File: config.mk
export PLATFORM = sky130hd
export DESIGN_NAME = cp0_reg
export DESIGN_NICKNAME = d
export VERILOG_FILES = /design/src/rtl/cp0_reg.sv
export SDC_FILE = /design/constraint.sdc
export NUM_CORES = 1
export LEC_CHECK = 0
export BUFFER_PORTS_ARGS = -buffer_cell sky130_fd_sc_hd__buf_2
export CAP_MARGIN = 20
export CORE_AREA = 4 4 168 170
export DETAILED_ROUTE_END_ITERATION = 12
export DIE_AREA = 0 0 172 174
export REMOVE_ABC_BUFFERS = 1
export SKIP_LAST_GASP = 1
export SYNTH_ARGS = -nofsm -noshare
export SYNTH_HDL_FRONTEND = slang
export SYNTH_SLANG_ARGS = --single-unit
File: constraint.sdc
create_clock -name clk -period 2.6 [get_ports clk]
set_clock_uncertainty 0.2 [all_clocks]
set_input_delay 0.26 -clock clk [delete_from_list [all_inputs] [get_ports clk]]
set_output_delay 0.26 -clock clk [all_outputs]
set_load 0.05 [all_outputs]
File: src/rtl/cp0_reg.sv
// Coprocessor-0 register file: Status/Cause/EPC/BadVAddr/Count/Compare/PRId/Config,
// Count/Compare timer, hardware interrupt sampling and exception field update.
module cp0_reg (
  input  logic        clk,
  input  logic        rst,
  input  logic        we_i,
  input  logic [4:0]  waddr_i,
  input  logic [31:0] data_i,
  input  logic [4:0]  raddr_i,
  input  logic [5:0]  int_i,
  input  logic [31:0] excepttype_i,
  input  logic [31:0] current_inst_addr_i,
  input  logic        is_in_delayslot_i,
  input  logic [31:0] bad_addr_i,
  output logic [31:0] data_o,
  output logic [31:0] status_o,
  output logic [31:0] cause_o,
  output logic [31:0] epc_o,
  output logic [31:0] count_o,
  output logic [31:0] compare_o,
  output logic [31:0] badvaddr_o,
  output logic [31:0] config_o,
  output logic [31:0] prid_o,
  output logic        timer_int_o
);

  localparam logic [4:0] CP0_REG_BADVADDR = 5'd8;
  localparam logic [4:0] CP0_REG_COUNT    = 5'd9;
  localparam logic [4:0] CP0_REG_COMPARE  = 5'd11;
  localparam logic [4:0] CP0_REG_STATUS   = 5'd12;
  localparam logic [4:0] CP0_REG_CAUSE    = 5'd13;
  localparam logic [4:0] CP0_REG_EPC      = 5'd14;
  localparam logic [4:0] CP0_REG_PRID     = 5'd15;
  localparam logic [4:0] CP0_REG_CONFIG   = 5'd16;

  localparam logic [31:0] STATUS_RST = 32'h0040_0000;
  localparam logic [31:0] CONFIG_VAL = 32'h0000_8000;
  localparam logic [31:0] PRID_VAL   = 32'h0000_4220;

  logic [31:0] status_q, status_d;
  logic [31:0] cause_q, cause_d;
  logic [31:0] epc_q, epc_d;
  logic [31:0] count_q, count_d;
  logic [31:0] compare_q, compare_d;
  logic [31:0] badvaddr_q, badvaddr_d;
  logic        timer_int_q, timer_int_d;
  logic        tick_q, tick_d;
  logic        is_exc;

  always_comb begin
    status_d    = status_q;
    cause_d     = cause_q;
    epc_d       = epc_q;
    compare_d   = compare_q;
    badvaddr_d  = badvaddr_q;
    tick_d      = ~tick_q;
    count_d     = tick_q ? count_q + 32'd1 : count_q;
    timer_int_d = timer_int_q | ((compare_q != '0) && (count_q == compare_q));

    cause_d[15:10] = {int_i[5] | timer_int_q, int_i[4:0]};
    cause_d[30]    = timer_int_q;

    if (we_i) begin
      case (waddr_i)
        CP0_REG_COUNT:   count_d = data_i;
        CP0_REG_COMPARE: begin
          compare_d   = data_i;
          timer_int_d = 1'b0;
        end
        CP0_REG_STATUS: begin
          status_d[15:8] = data_i[15:8];
          status_d[1:0]  = data_i[1:0];
        end
        CP0_REG_CAUSE:   cause_d[9:8] = data_i[9:8];
        CP0_REG_EPC:     epc_d = data_i;
        default: ;
      endcase
    end

    // Exception fields are applied after the mtc0 write so they win per field;
    // the EXL test uses the pre-edge Status so nested exceptions keep EPC/BD.
    is_exc = excepttype_i inside {32'h1, 32'h4, 32'h5, 32'h8, 32'h9, 32'ha, 32'hc};
    if (is_exc) begin
      if (!status_q[1]) begin
        epc_d       = is_in_delayslot_i ? current_inst_addr_i - 32'd4 : current_inst_addr_i;
        cause_d[31] = is_in_delayslot_i;
      end
      status_d[1]  = 1'b1;
      cause_d[6:2] = (excepttype_i == 32'h1) ? 5'h00 : excepttype_i[4:0];
      if (excepttype_i == 32'h4 || excepttype_i == 32'h5)
        badvaddr_d = bad_addr_i;
    end else if (excepttype_i == 32'he) begin
      status_d[1] = 1'b0;
    end
  end

  always_ff @(posedge clk) begin
    if (rst) begin
      status_q    <= STATUS_RST;
      cause_q     <= '0;
      epc_q       <= '0;
      count_q     <= '0;
      compare_q   <= '0;
      badvaddr_q  <= '0;
      timer_int_q <= 1'b0;
      tick_q      <= 1'b0;
    end else begin
      status_q    <= status_d;
      cause_q     <= cause_d;
      epc_q       <= epc_d;
      count_q     <= count_d;
      compare_q   <= compare_d;
      badvaddr_q  <= badvaddr_d;
      timer_int_q <= timer_int_d;
      tick_q      <= tick_d;
    end
  end

  always_comb begin
    data_o = '0;
    case (raddr_i)
      CP0_REG_BADVADDR: data_o = badvaddr_q;
      CP0_REG_COUNT:    data_o = count_q;
      CP0_REG_COMPARE:  data_o = compare_q;
      CP0_REG_STATUS:   data_o = status_q;
      CP0_REG_CAUSE:    data_o = cause_q;
      CP0_REG_EPC:      data_o = epc_q;
      CP0_REG_PRID:     data_o = PRID_VAL;
      CP0_REG_CONFIG:   data_o = CONFIG_VAL;
      default:          data_o = '0;
    endcase
  end

  assign status_o    = status_q;
  assign cause_o     = cause_q;
  assign epc_o       = epc_q;
  assign count_o     = count_q;
  assign compare_o   = compare_q;
  assign badvaddr_o  = badvaddr_q;
  assign config_o    = CONFIG_VAL;
  assign prid_o      = PRID_VAL;
  assign timer_int_o = timer_int_q;

endmodule

# Word level (Yosys, flattened, before mapping)
# Index checks and enable logic that the tools add are counted.
[op_classes] n_div=0 n_bitwise=4 multipliers=0 shifts=0 muxes=16 addsub=2 magnitude_cmp=0 eq_ne=22 n_reduce_logical=12
[op_table] operator="32-bit 2-to-1 mux" n=8
[op_table] operator="32-bit case mux with 8 select lines" n=1
[op_table] operator="32-bit by 4-bit equality test with 1-bit output (second input constant)" n=5
[op_table] operator="32-bit by 3-bit equality test with 1-bit output (second input constant)" n=2
[op_table] operator="5-bit by 4-bit equality test with 1-bit output (second input constant)" n=12
[op_table] operator="32-bit by 1-bit adder with 32-bit output (second input constant)" n=1
[op_table] operator="32-bit by 1-bit equality test with 1-bit output (second input constant)" n=1
[op_table] operator="32-bit equality test" n=1
[op_table] operator="32-bit nonzero test" n=1
[op_table] operator="32-bit by 3-bit subtractor with 32-bit output (second input constant)" n=1
[op_table] operator="2-bit AND reduction" n=6
[op_table] operator="7-bit nonzero test" n=1
[op_table] operator="3-bit nonzero test" n=2
[op_table] operator="5-bit equality test (second input constant)" n=1
[op_table] operator="5-bit 2-to-1 mux" n=1
[op_table] operator="1-bit 2-to-1 mux" n=4
[op_table] operator="2-bit 2-to-1 mux" n=2
[op_table] operator="1-bit inverter" n=2
[op_table] operator="1-bit OR" n=2
[op_table] operator="1-bit logical AND" n=1
[op_table] operator="1-bit logical OR" n=1
[word_totals] mem_bits_rw=0 romBits=0 elab_cells=68 latchBits=0 reg_bits=155 inputBits=148 out_inout_bits=289 memories=0

# Depth between registers and ports, before layout
[depth] word_depth=5 ltp_mapped=8 mapped_depth_nobuf=7

# Least setup slack after synthesis
# OpenSTA, ideal clock, no wires.
[synth_timing] path_kind="in2out" from="in raddr_i[2]" to="out data_o[15]" t_required_ns=2.140 n_path_buf=2 setup_slack_ns=-0.088 arrival_time_ns=2.228 path_stages=6 path_cell_list="clkbuf_1 -> clkbuf_1 -> mux2i_1 -> nor2_1 -> a21oi_1 -> o31ai_1"
[synth_via] elab_chain_len=2 word_cells_on_any_way=9 classes_between="8 x eq/ne; 1 x mux"
[synth_lines] element="from (decl)" line="9" text="input logic [4:0] raddr_i,"
[synth_lines] element="5-bit equality test or 5-bit by 4-bit equality test with 1-bit output (tied branches)" line="121" text="case (raddr_i)"
[synth_lines] element="32-bit case mux with 8 select lines (*)" line="121"
[synth_lines] element="to (decl)" line="15" text="output logic [31:0] data_o,"
# Mark *: on every way between the ends. The rest lies on a longest branch, timed or not.

# Final worst setup path
[layout_timing] from="in current_inst_addr_i[22]" to="reg epc_q[27] (netlist: epc_o[27])"
[layout_via] elab_chain_len=4
[layout_lines] element="from (decl)" line="12" text="input logic [31:0] current_inst_addr_i,"
[layout_lines] element="32-bit by 3-bit subtractor with 32-bit output" line="85" text="epc_d = is_in_delayslot_i ? current_inst_addr_i - 32'd4 : current_inst_addr_i;"
[layout_lines] element="32-bit 2-to-1 mux" line="85"
[layout_lines] element="32-bit 2-to-1 mux" line="84" text="if (!status_q[1]) begin"
[layout_lines] element="32-bit 2-to-1 mux" line="83" text="if (is_exc) begin"
[layout_lines] element="to (signal assigned)" line="110" text="epc_q <= epc_d;"
[layout_lines] element="to (decl)" line="42" text="logic [31:0] epc_q, epc_d;"
# Every way passes these cells.
# A chain may end at the register's enable or synchronous reset.

==> impl_results.md <==
- Starting density of the core: between 30 and 40%
- Seq/Total Area, Yosys: 33.73%
- Leading area contributor after synthesis: dfxtp_1
- Vias: 9606
- Core ar.: roughly 0.027 sq mm
- Antenna violations before repair: 0
- Internal: approximately 4.1 mW
- Power share of the clock group: between 40% and 50%
- Dpl cell area: approximately 0.011 sq mm
- Fin area: about 0.013 sq mm
- Tmin final: between 2000 and 3000 ps
- Final worst setup slack: 94.78 ps
- Total gr overflow: 0
- Synth cell count leaders: 155 x dfxtp_1, 124 x nand2_1, 120 x nor2_1
- Setup Viol. Count Final: 0
- CP Data Arrival Time: 2690 ps
- DRC violation count after routing: 0
- Synth cell types: 62
- CP Cell Sequence: buf_2 > or4_4 > nor4_4 > buf_4 > nand3_4 > or4_1 > a311oi_1 > dlygate4sd3_1
- Pleak: 5.867 nW
- CP max stage delay: around 570 ps
- Final hold viol count: 0
- Final Max Slew Viols: 0
- Mapped Cells: between 1000 and 1500
- Number of H-tree levels: 4
- CTS tree: done
- Num CTS Buffers: 17
- Switching share of power: between 30% and 40%
- Setup TNS: 0 ps
- Die width: roughly 170 um
- Final GP Congestion: around 0.85
- Syn. warnings: 0
- Combinational share of power: 17.3%
- DIE HEIGHT: between 150 and 200 um
- Total Wirelength: 37.84 mm
- Largest net degree at the start of global routing: 85
- Total global-route track usage: roughly a quarter
- Worst Path Max Fanout: 5
- DPL Wire Length: between 20 and 30 mm
- # IOs: 437
- Area Overhead vs Synth: 39.34%
- Power per Cell Area: 463.8 mW/mm^2
- Post-synth EDFFs: 0
- Place WS: ~210 ps
- Clock sinks: 155
- Worst hold path class: input pin to register
- DR vias/cell: 5.056
- Synth top area cells: dfxtp_1 34%, mux2i_1 9.7%, buf_4 8.6%, xor2_1 5.6%, nand2_1 5.1%
- Worst slew margin: between 50% and 60%
- Die area: 0.02993 sq mm
- DRT antenna net count: 0
- Top achievable clock speed: 399.2 MHz
- Synth Area per Inst: 8.326 sq um
- First-pass GRT wire length: between 50 and 60 mm
- Total Nets Final: ~1700
- Critical path capture point type: register
- Vias in the first global route: about 9500
- #FFs+latches synth: between 150 and 200
- Slowest stage cell, crit path: dlygate4sd3_1
- Top-count cell post-synth: dfxtp_1
- Rows: 60
- Starting DRC count in detailed routing: around 700
- Status: finished clean
- Critical path startpoint category: input pin
- Post-synth ARST share: 0%
- Clk_lat worst skew: ~430 ps
- Worst-path clk slew: roughly 70 ps
- CTS root buffer: clkbuf_16
- Slew @ Worst Pin: 709.1 ps
- Cell area after synthesis: a little over 0.009 sq mm
- Routed length per placed instance: ~20 um
- Final period utilization: a little over nine tenths
- Peak supply drop: 0.0003535 V
- Final Core Density: between 40% and 50%
- Layout cell share with drive strength beyond 1: between 20% and 30%
- DR pass1 iterations: 5
- Unrepaired setup endpoints after global routing: true
- Primary FF master, synth: dfxtp_1
- WS Path Type: input pin to register
- # diodes: 0
- Worst EP required: ~2800 ps
- Register share of total power: about two fifths
- # port buffers: about 330
- Switching power summed over all nets: approximately 1.9 mW
- Max Cap Violations: 0
- Clk buf depth: 2
- Post-synth top area share: between 30% and 40%
metal layers:
metal / vias up / global-route usage, % / part of all wire (%)
li1: 4615 / - / -
met1: 4515 / 31.16 / 41
met2: 432 / 41.82 / 49
met3: 44 / 4.094 / 7.4
met4: 0 / 6.551 / 2.0
met5: - / 0 / 0
layout make-up:
cell class / instances / area, sq um
fill: 2686 / 13910
clock inverter: 12 / 113.9
timing repair buffer: 497 / 3288
multi-input combinational: 869 / 5409
sequential: 155 / 3103
clock buffer: 20 / 456.7
tap: 341 / 426.7
inverter: 6 / 22.52
registers in the layout, summed over array words and instances (netlist names):
register,flops
count_o,32
cause_o,15
badvaddr_o,32
status_o,10
tick_q,1
epc_o,32
compare_o,32
timer_int_o,1
critical path: cells and delay by family:
kind            cells  cell delay [ps]
simple gates        4             1300
buf+inv             3              850
compound gates      1              260
worst paths after layout:
path | depth (start not counted) | end | from | slack [ps]
max | 8 | epc_o[27]$_SDFF_PP0_ | current_inst_addr_i[22] | 90
min | 4 | epc_o[7]$_SDFF_PP0_ | current_inst_addr_i[7] | 20
max reg2reg | 5 | count_o[27]$_SDFF_PP0_ | count_o[6]$_SDFF_PP0_ | 360
min reg2reg | 2 | cause_o[31]$_SDFFE_PP0P_ | cause_o[31]$_SDFFE_PP0P_ | 290
cells by family after synthesis:
family                     Yosys count  synth area share [%]
other                                2               0.08163
muxes                               94                 10.30
adders and majority gates            2                0.2720
buffers and inverters              182                 12.05
DFF                                155                 33.73
xor gates and xnor gates            84                 7.997
AOI/OAI and AO/OA                  187                 14.23
and+or+nand+nor                    399                 21.35
per-stage QoR:
step           std cells  hold WS [ps]  total power, mW
2_1_floorplan       1030         126.7            3.049
3_3_place_gp        1769         273.5            3.385
3_5_place_dp        1769         278.6            3.390
4_1_cts             1899         5.735            5.994
5_1_grt             1900         45.56            6.138
6_report            1900         19.08            5.946
cell usage in the layout, fill, tap and decap left out, types with 5 or more instances in the layout:
| cell type | Yosys | layout |
|---|---|---|
| buf_2 | 13 | 328 |
| dfxtp_1 | 155 | 155 |
| nand2_1 | 124 | 124 |
| nor2_1 | 120 | 119 |
| conb_1 | 2 | 103 |
| dlygate4sd3_1 | 0 | 98 |
| mux2i_1 | 89 | 89 |
| xor2_1 | 59 | 59 |
| buf_4 | 105 | 59 |
| a21oi_1 | 51 | 51 |
| a211oi_1 | 47 | 47 |
| nor4_1 | 29 | 29 |
| nand3_1 | 26 | 25 |
| xnor2_1 | 25 | 25 |
| o21ai_0 | 21 | 21 |
| nand4_1 | 17 | 17 |
| clkbuf_16 | 0 | 17 |
| a222oi_1 | 16 | 16 |
| nor3_1 | 17 | 14 |
| nor2b_1 | 10 | 10 |
| a221o_1 | 10 | 10 |
| a22oi_1 | 10 | 10 |
| a21o_1 | 10 | 10 |
| buf_12 | 0 | 10 |
| nand3b_1 | 7 | 7 |
| and3_1 | 8 | 7 |
| inv_1 | 6 | 6 |
| and4_1 | 6 | 6 |
| mux2_2 | 5 | 5 |
| a311oi_1 | 5 | 5 |
| nor3b_1 | 5 | 5 |
power groups by stage:
stage          Clock (mW)  Sequential, mW  Combinational [mW]
2_1_floorplan           0            2.58               0.473
3_5_place_dp            0            2.49               0.905
3_3_place_gp            0            2.48               0.900
5_1_grt              2.61            2.43                1.09
6_report             2.49            2.43                1.03
4_1_cts              2.54            2.43                1.02
what timing repair did:
item / CTS / global route
endpoints found under the setup margin: 0 / 2
buffers inserted: 0 / 1
gates resized for setup: 0 / 3
hold buffers: 98 / 0
endpoints found under the hold margin: 142 / 0
Note: power is estimated with default switching activity, not from simulation.
